==> src/rtl/lsu_align.sv <==
// -----------------------------------------------------------------------------
// lsu_align - load/store alignment unit between execute and data memory.
//
// Takes one load or store per req handshake, drives a word-aligned memory
// port with byte strobes and returns a sign/zero-extended load result.
// Accesses that straddle a word boundary are either issued as two memory
// transactions (MISALIGN_SPLIT = 1) or faulted without touching memory.
//
// Parameters
//   XLEN            data/address width, 32 or 64 (B = XLEN/8 bytes per word)
//   MISALIGN_SPLIT  1: split word-crossing accesses, 0: fault them
//
// Ports
//   clk, reset_n                       clock (rising edge), async active-low reset
//   req_valid/req_ready                request handshake (ready only in IDLE)
//   req_we, req_funct3                 store flag, RISC-V size/sign code
//   req_addr, req_wdata, req_rd        byte address, right-justified data, tag
//   mem_valid/mem_ready                memory request handshake
//   mem_we, mem_addr, mem_wdata,       word-aligned request with lane-placed
//   mem_wstrb                          data and byte strobes
//   mem_rvalid, mem_rdata              memory read return
//   rsp_valid, rsp_data, rsp_rd,       one-cycle response pulse with load data,
//   rsp_fault                          echoed tag and fault flag
// -----------------------------------------------------------------------------
module lsu_align #(
   parameter int XLEN           = 32,
   parameter bit MISALIGN_SPLIT = 1'b1
) (
   input  logic              clk,
   input  logic              reset_n,
   input  logic              req_valid,
   output logic              req_ready,
   input  logic              req_we,
   input  logic [2:0]        req_funct3,
   input  logic [XLEN-1:0]   req_addr,
   input  logic [XLEN-1:0]   req_wdata,
   input  logic [4:0]        req_rd,
   output logic              mem_valid,
   input  logic              mem_ready,
   output logic              mem_we,
   output logic [XLEN-1:0]   mem_addr,
   output logic [XLEN-1:0]   mem_wdata,
   output logic [XLEN/8-1:0] mem_wstrb,
   input  logic              mem_rvalid,
   input  logic [XLEN-1:0]   mem_rdata,
   output logic              rsp_valid,
   output logic [XLEN-1:0]   rsp_data,
   output logic [4:0]        rsp_rd,
   output logic              rsp_fault
);

   localparam int B  = XLEN / 8;
   localparam int OW = $clog2(B);

   typedef enum logic [2:0] {
      IDLE  = 3'd0,
      REQ1  = 3'd1,
      WAIT1 = 3'd2,
      REQ2  = 3'd3,
      WAIT2 = 3'd4,
      RESP  = 3'd5
   } state_t;

   state_t state, state_next;

   // Whether funct3 names a legal access for this direction and width.
   function automatic logic code_legal(input logic we, input logic [2:0] f3);
      logic ok;
      case (f3)
         3'b000, 3'b001, 3'b010: ok = 1'b1;
         3'b011:                 ok = (XLEN == 64);
         3'b100, 3'b101:         ok = ~we;
         3'b110:                 ok = ~we & (XLEN == 64);
         default:                ok = 1'b0;
      endcase
      return ok;
   endfunction

   // Sign- or zero-extend the low 8<<f3[1:0] bits of raw to XLEN bits.
   function automatic logic [XLEN-1:0] extend_load(input logic [XLEN-1:0] raw,
                                                   input logic [2:0]      f3);
      logic [XLEN-1:0] res;
      logic            top;
      int              nbits;
      nbits = 8 << f3[1:0];
      top   = 1'b0;
      for (int i = 0; i < XLEN; i++) begin
         if (i == nbits - 1) top = raw[i];
      end
      top = top & ~f3[2];
      for (int i = 0; i < XLEN; i++) begin
         res[i] = (i < nbits) ? raw[i] : top;
      end
      return res;
   endfunction

   // ---- request decode (combinational, from the request port) ----
   logic legal_in, cross_in, fault_in, split_in;

   always_comb begin
      legal_in = code_legal(req_we, req_funct3);
      cross_in = (int'(req_addr[OW-1:0]) + (1 << req_funct3[1:0])) > B;
      fault_in = ~legal_in | (cross_in & ~MISALIGN_SPLIT);
      split_in = legal_in & cross_in & MISALIGN_SPLIT;
   end

   // ---- stage 1: captured request (data registers, no reset) ----
   logic            we_p1;
   logic [2:0]      f3_p1;
   logic [XLEN-1:0] addr_p1;
   logic [XLEN-1:0] wdata_p1;
   logic [4:0]      rd_p1;
   logic [XLEN-1:0] rdata_lo_p2;
   logic [XLEN-1:0] rdata_hi_p2;

   always_ff @(posedge clk) begin
      if (state == IDLE && req_valid) begin
         we_p1    <= req_we;
         f3_p1    <= req_funct3;
         addr_p1  <= req_addr;
         wdata_p1 <= req_wdata;
         rd_p1    <= req_rd;
      end
      if (state == WAIT1 && mem_rvalid) rdata_lo_p2 <= mem_rdata;
      if (state == WAIT2 && mem_rvalid) rdata_hi_p2 <= mem_rdata;
   end

   // ---- control registers ----
   logic fault_p1, split_p1;

   always_ff @(posedge clk or negedge reset_n) begin
      if (!reset_n) begin
         state    <= IDLE;
         fault_p1 <= 1'b0;
         split_p1 <= 1'b0;
      end else begin
         state <= state_next;
         if (state == IDLE && req_valid) begin
            fault_p1 <= fault_in;
            split_p1 <= split_in;
         end
      end
   end

   always_comb begin
      state_next = state;
      case (state)
         IDLE:  if (req_valid) state_next = fault_in ? RESP : REQ1;
         REQ1:  if (mem_ready) begin
                   if (!we_p1)       state_next = WAIT1;
                   else if (split_p1) state_next = REQ2;
                   else               state_next = RESP;
                end
         WAIT1: if (mem_rvalid) state_next = split_p1 ? REQ2 : RESP;
         REQ2:  if (mem_ready) state_next = we_p1 ? RESP : WAIT2;
         WAIT2: if (mem_rvalid) state_next = RESP;
         RESP:  state_next = IDLE;
         default: state_next = IDLE;
      endcase
   end

   // ---- stage 2: lane placement and load assembly ----
   int              off_i;
   int              nbytes;
   logic [XLEN-1:0] addr1, addr2;
   logic [B-1:0]    strb1, strb2;
   logic [XLEN-1:0] wdata1, wdata2;
   logic [XLEN-1:0] raw;
   logic [XLEN-1:0] load_data;

   always_comb begin
      off_i  = int'(addr_p1[OW-1:0]);
      nbytes = 1 << f3_p1[1:0];
      addr1  = {addr_p1[XLEN-1:OW], {OW{1'b0}}};
      addr2  = addr1 + XLEN'(B);
      strb1  = '0;
      strb2  = '0;
      wdata1 = '0;
      wdata2 = '0;
      raw    = '0;
      for (int j = 0; j < B; j++) begin
         // Part 1 holds source bytes 0.. starting at lane off_i; part 2 holds
         // whatever spilled past the top lane, starting at lane 0.
         if (j >= off_i && (j - off_i) < nbytes) begin
            strb1[j]          = 1'b1;
            wdata1[8*j +: 8]  = wdata_p1[8*(j - off_i) +: 8];
         end
         if ((j + B - off_i) < nbytes) begin
            strb2[j]          = 1'b1;
            wdata2[8*j +: 8]  = wdata_p1[8*(j + B - off_i) +: 8];
         end
         // Result byte j comes from lane off_i+j of part 1, or wraps into
         // part 2; bytes above the access size are discarded by extension.
         if (off_i + j < B) raw[8*j +: 8] = rdata_lo_p2[8*(off_i + j) +: 8];
         else               raw[8*j +: 8] = rdata_hi_p2[8*(off_i + j - B) +: 8];
      end
      load_data = extend_load(raw, f3_p1);
   end

   // ---- outputs: gated by state so everything idles at zero ----
   always_comb begin
      req_ready = (state == IDLE);
      mem_valid = 1'b0;
      mem_we    = 1'b0;
      mem_addr  = '0;
      mem_wdata = '0;
      mem_wstrb = '0;
      rsp_valid = 1'b0;
      rsp_data  = '0;
      rsp_rd    = '0;
      rsp_fault = 1'b0;
      case (state)
         REQ1: begin
            mem_valid = 1'b1;
            mem_we    = we_p1;
            mem_addr  = addr1;
            mem_wdata = wdata1;
            mem_wstrb = strb1;
         end
         REQ2: begin
            mem_valid = 1'b1;
            mem_we    = we_p1;
            mem_addr  = addr2;
            mem_wdata = wdata2;
            mem_wstrb = strb2;
         end
         RESP: begin
            rsp_valid = 1'b1;
            rsp_rd    = rd_p1;
            rsp_fault = fault_p1;
            if (!we_p1 && !fault_p1) rsp_data = load_data;
         end
         default: ;
      endcase
   end

endmodule

==> config.mk <==
export PLATFORM = sky130hd
export DESIGN_NAME = lsu_align
export DESIGN_NICKNAME = d
export VERILOG_FILES = /design/src/rtl/lsu_align.sv
export SDC_FILE = /design/constraint.sdc
export NUM_CORES = 1
export LEC_CHECK = 0
export ABC_AREA = 0
export CAP_MARGIN = 25
export CORE_ASPECT_RATIO = 2
export CORE_MARGIN = 1.5
export CORE_UTILIZATION = 37
export CTS_BUF_LIST = sky130_fd_sc_hd__clkbuf_16
export DETAILED_ROUTE_END_ITERATION = 16
export PLACE_DENSITY = 0.68
export RECOVER_POWER = 25
export SETUP_SLACK_MARGIN = 0.2
export SLEW_MARGIN = 20
export SYNTH_ARGS = -nofsm -noshare
export SYNTH_HDL_FRONTEND = slang
export SYNTH_SLANG_ARGS = --single-unit
==> constraint.sdc <==
create_clock -name clk -period 4.62 [get_ports clk]
set_input_delay 0.462 -clock clk [delete_from_list [all_inputs] [get_ports clk]]
set_output_delay 0.462 -clock clk [all_outputs]
set_load 0.03 [all_outputs]
# Word level (Yosys, flattened, before mapping)
# Index checks and enable logic that the tools add are counted.
dict set report word_totals {
  ff_bits 142
}
dict set report op_classes {
  n_addsub 18
  order_cmp 48
  eq_ne 45
  n_shift 19
  muxes 105
  bitwise 5
  reduce_logical 16
}
# operator n
set ops {}
lappend ops {{$eq A6 B32 Y1 const A} 16}
lappend ops {{$lt A6 B32 Y1 const A} 16}
lappend ops {{$eq A5 B32 Y1 const A} 8}
lappend ops {{$lt A5 B32 Y1 const A} 8}
lappend ops {{$shiftx A32 B7 Y8} 8}
lappend ops {{$shiftx A32 B6 Y8} 5}
lappend ops {{$eq A4 B32 Y1 const A} 4}
lappend ops {{$lt A3 B32 Y1} 4}
lappend ops {{$lt A4 B32 Y1} 4}
lappend ops {{$lt A4 B32 Y1 const A} 4}
lappend ops {{$pmux W32 S2} 2}
lappend ops {{$lt A32 B4 Y1 const B} 3}
lappend ops {{$mux W8} 12}
lappend ops {{$shiftx A32 B32 Y8} 3}
lappend ops {{$mux W1} 77}
lappend ops {{$eq A3 B32 Y1 const A} 2}
lappend ops {{$lt A3 B32 Y1 const A} 2}
lappend ops {{$mux W32} 2}
lappend ops {{$shl A1 B2 Y32 const A} 2}
lappend ops {{$add A3 B32 Y32} 1}
lappend ops {{$add A32 B3 Y32 const B} 1}
lappend ops {{$eq A2 B32 Y1 const A} 1}
lappend ops {{$gt A32 B4 Y1 const B} 1}
lappend ops {{$logic_not A32 Y1} 1}
lappend ops {{31 further kinds} 69}

# Longest topological paths before layout
# Gate-level depths: netlist of the first run.
dict set report logic_depth {
  depth_word 39
  ltp_mapped 14
  ltp_nobuf 8
}

# Worst setup path after synthesis of the first run
# Ideal clock, no wire load.
dict set report synth_path {
  path_type {register to register}
  from {register state[1]}
  to {register rdata_lo_p2[0] (enable)}
  setup_ns 0.501
  arrival_time_ns 3.962
  t_required_ns 4.119
  setup_slack_ns 0.157
  path_stages_with_launch 4
  period_less_slack_ns 4.463
  path_cell_list {dfrtp_1 clkbuf_1 inv_1 nor4_1}
}
dict set report synth_between {
  elab_chain_cells 2
}
# element line
set synth_rtl {}
lappend synth_rtl {{start: declaration} 64} ;# state_t state, state_next;
lappend synth_rtl {{start signal: assignment} 137} ;# state <= state_next;
lappend synth_rtl {{$eq A3 B2 Y1} 124} ;# if (state == WAIT1 && mem_rvalid) rdata_lo_p2 <= mem_rdata;
lappend synth_rtl {{$logic_and A1 B1 Y1} 124}
lappend synth_rtl {{end signal: assignment} 124}
lappend synth_rtl {{end: declaration} 113} ;# logic [XLEN-1:0] rdata_lo_p2;
# Every way passes these cells.
# A chain may end at the register's enable or synchronous reset.

# Worst setup path in the final report of the first run
dict set report layout_path {
  from {register addr_p1[0]}
  to {output rsp_data[27]}
}
dict set report layout_between {
  elab_chain_cells 39
  word_cells_on_any_way 59
  cone_classes {7 x add/sub; 4 x order compare; 8 x shift; 39 x mux; 1 x bitwise}
}
# element line
set layout_rtl {}
lappend layout_rtl {{start: declaration} 110} ;# logic [XLEN-1:0] addr_p1;
lappend layout_rtl {{start signal: assignment} 120} ;# addr_p1 <= req_addr;
lappend layout_rtl {{$sub A2 B3 Y4} 195} ;# else raw[8*j +: 8] = rdata_hi_p2[8*(off_i + j - B) +: 8];
lappend layout_rtl {{$shiftx A32 B7 Y8} 195}
lappend layout_rtl {{$mux W8} 194} ;# if (off_i + j < B) raw[8*j +: 8] = rdata_lo_p2[8*(off_i + j) +: 8];
lappend layout_rtl {{$mux W1 (32 in a row)} 88} ;# if (i == nbits - 1) top = raw[i];
lappend layout_rtl {{$and A1 B1 Y1} 90} ;# top = top & ~f3[2];
lappend layout_rtl {{$mux W1 *} 92} ;# res[i] = (i < nbits) ? raw[i] : top;
lappend layout_rtl {{$mux W32 *} 231} ;# if (!we_p1 && !fault_p1) rsp_data = load_data;
lappend layout_rtl {{$mux W32 *} 212} ;# case (state)
lappend layout_rtl {{end: declaration} 47} ;# output logic [XLEN-1:0] rsp_data,
# Every way passes the cells marked *; elsewhere a longest branch is shown, timed or not.

==> out/results.ini, run 1 <==
[sta]
hold_violations = 0
min_period_over_period_pct = 89.7
fin_skew_ns = 0.0108
tns_ns = 0
finalSetupViolCount = 0
rsz0062_at_grt = no
slew_violations = 0
relSlewSlack_pct = 39.3
fmax_ghz = 0.241
timing.final.crit_period_ns = 4.14
worstMarginPinSlew_ns = 0.906

[hold_path]
hold_path_class = input pin to asynchronous set/reset pin

[clock_network]
clk_latency_ns = 0.45
clock_path_buffers = 2
cts.sinks = 142
htreeDepth = 4
cts_tree = yes
root_buffer = clkbuf_16
cts_setup_buffers = 0
numCtsBuffers = 17
path_clk_slew_ns = 0.06

[routing]
wl_um = 23900
top_layer = met5
postRouteAntennaNets = 0
via_per_inst = 5.58
drt_pass1_iterations = 5
wl_met3_um = 1270
dr.first_iter.drc_count = 375
drc = 0
met1Wirelength_um = 7980
met2_length_um = 13500
via_count = 6460
wl_per_cell_um = 20.6

[synth]
synth_edf_count = 137
synth_seq_cells = 142
ys_types = 60
yosysSeqAreaShare_pct = 51.5
synth.avg_cell_area_um2 = 12.6
syn-instance-count = 654
synth_top_family_by_area = multiplexers
synth.cell_area_mm2 = 0.00823
synth_area_leaders = edfxtp_1 (50%), mux4_2 (11%), mux2i_1 (4.4%)
async_flop_share_pct = 3.52
synth-simple-area-share_pct = 14.8
synth_top_area_share_pct = 50.0
synth_top_flop_cell = edfxtp_1
yosys_warnings = 0
yosysTopAreaCell = edfxtp_1
synth_mux_area_share_pct = 15.9
synth_compound_area_share_pct = 10.5
synth_fa_ha_area_share_pct = 2.83
synth_xor_area_share_pct = 1.06

[critical_path]
worst_path_dominant_cell_family = buffers and inverters
cp.arrival_ns = 3.68
cp.required_ns = 4.16
path_class = flop to output port
max_stage_delay_ns = 0.75
cp-end-kind = output port
r2r.worst_path.cells = 4
crit_buf_inv = 3
cp_max_fo = 89
slowest_stage = clkdlybuf4s50_1
worst-path-stages = 8
startpoint_type = flop
cp_cell_sequence = clkbuf_16, ha_1, nor2b_1, a2bb2oi_1, a31oi_2, buf_4, a311oi_1, clkdlybuf4s50_1

[finish]
fillers = 1946
ff_latch_area_mm2 = 0.00424
drive_gt1_share_pct = 12.0
instances_no_fill = 1157
final_common_cell = edfxtp_1
final_cell_mix = edfxtp_1 (137), clkdlybuf4s50_1 (132), dlygate4sd3_1 (77), mux4_2 (41), mux2i_1 (36)
fin_nets = 992
syn_to_final_growth_pct = 37.4
stdcell_area_mm2 = 0.0113
multi_input_area_mm2 = 0.00375

[place]
placed_area_mm2 = 0.0107
hpwl_um = 18000
dp.cells = 1121
io_buffers = 217
gp_congestion = 0.869

[global_routing]
gr-total-overflow = 0
antenna_found_initial = 6
grt_pass1_wl_um = 36900
track_usage_pct = 21.4
grt_pass1_vias = 6769
grt_max_degree = 90

[floorplanning]
die-area_mm2 = 0.0232
rows = 77
pin_count = 220
core_mm2 = 0.0220
fp.dieW_um = 108
die_h_um = 214
initial_utilization_pct = 37.5

[power_and_ir_drop]
switching_share_pct = 37.8
p_per_area_mw_per_mm2 = 512
p_leak_nw = 3.83
p_clk_share_pct = 24.1
power_frac_seq_pct = 32.9
p_int_mw = 3.60
p_switching_mw = 2.19
p_comb_share_pct = 43.1
irDropWorstVdd_mv = 0.396

[job]
maxCapViolations = 0

[run_status]
status = completed

-- registers in the layout, summed over array words and instances, names as in the netlist --
| name | count |
|---|---|
| addr_p1 | 32 |
| f3_p1 | 3 |
| fault_p1 | 1 |
| rd_p1 | 5 |
| rdata_hi_p2 | 32 |
| rdata_lo_p2 | 32 |
| split_p1 | 1 |
| state | 3 |
| wdata_p1 | 32 |
| we_p1 | 1 |
-- final cells by class --
type / count / area share (%)
sequential: 142 / 37.5
clock buffer: 17 / 3.76
antenna: 5 / 0.111
timing repair buffer: 233 / 20.5
clock inverter: 14 / 1.49
multi-input combinational: 456 / 33.1
inverter: 14 / 0.465
tap: 276 / 3.05
-- final timing paths --
check | startpoint | to | slack (ns)
worst min-delay path | reset_n | state[1] | 0.32
worst min register to register | split_p1 | split_p1 | 0.54
worst max-delay path | addr_p1[0] | rsp_data[27] | 0.48
min in group clk | split_p1 | split_p1 | 0.54
max in group asynchronous | reset_n | state[0] | 4.08
worst max register to register | state[1] | f3_p1[1] | 1.98
-- timing repair --
action | 4_1_cts | 5_1_grt
setup endpoints to repair | 0 | 5
resized for setup | 0 | 2
hold buffers | 0 | 0
-- stage by stage --
step	total power, mW	util [%]	setup slack, ns	hold slack, ns
detailed placement	4.45	48.7	0.849	0.523
finish	5.79	51.5	0.477	0.321
CTS	5.86	51.4	0.320	0.224
floorplan	3.52	-	0.519	0.166
global placement	4.41	48.7	0.946	0.513
global route	6.10	51.5	0.212	0.329
-- layer usage --
metal	vias up	GRT usage, %
met5	-	0
met4	2	12.8
met3	58	4.84
met2	233	39.2
met1	3158	21.3
li1	3009	-
-- cell usage after synthesis (all sizes together), types with 2 or more instances --
cell and count:
o41ai 3, and2 16, or3 6, nand3b 4, mux2i 36, nor3 16
nand4 14, o21ai 17, o21bai 6, nand4b 2, nor2 28, inv 14
o22ai 11, a211oi 23, a22oi 3, a21oi 24, xor2 4, a2bb2oi 3
dfrtp 5, nand3 18, a311oi 7, a41o 2, nor3b 11, o211ai 6
buf 28, and3 4, nor2b 30, nand2b 20, clkbuf 16, mux2 2
and4 6, mux4 41, edfxtp 137, nor4 3, or4 3, conb 2
xnor2 6, nand2 33, ha 17, o311ai 4, a31oi 8, o31ai 3
-- worst reg2reg max path, stage by stage, from the launching register on --
cell and delay (ns):
dfrtp_1 0.65, nor3_1 0.36, nand2_1 0.17, inv_2 0.60, buf_4 0.51
-- power by group through the flow --
stage                     Combinational (mW)  Sequential (mW)  Clock, mW
after global routing                    2.69             1.94       1.47
final                                   2.50             1.90       1.39
after floorplan                         1.69             1.83          0
after detailed placement                2.52             1.93          0
after CTS                               2.53             1.90       1.43
after global placement                  2.50             1.91          0
-- cells by family after synthesis --
logic type      after synthesis
buf+inv                      58
xor+xnor                     10
simple gates                218
flops                       142
compound gates              127
fa+ha+maj                    18
other cells                   2
mux                          79
Note: power is estimated with default switching activity, not from simulation.
==> inputs of run 2 (changes only) <==
HOLD_SLACK_MARGIN = 0.1   (was default)
==> results of run 2 <==
Final layout, timing and power as in run 1 (identical DEF).
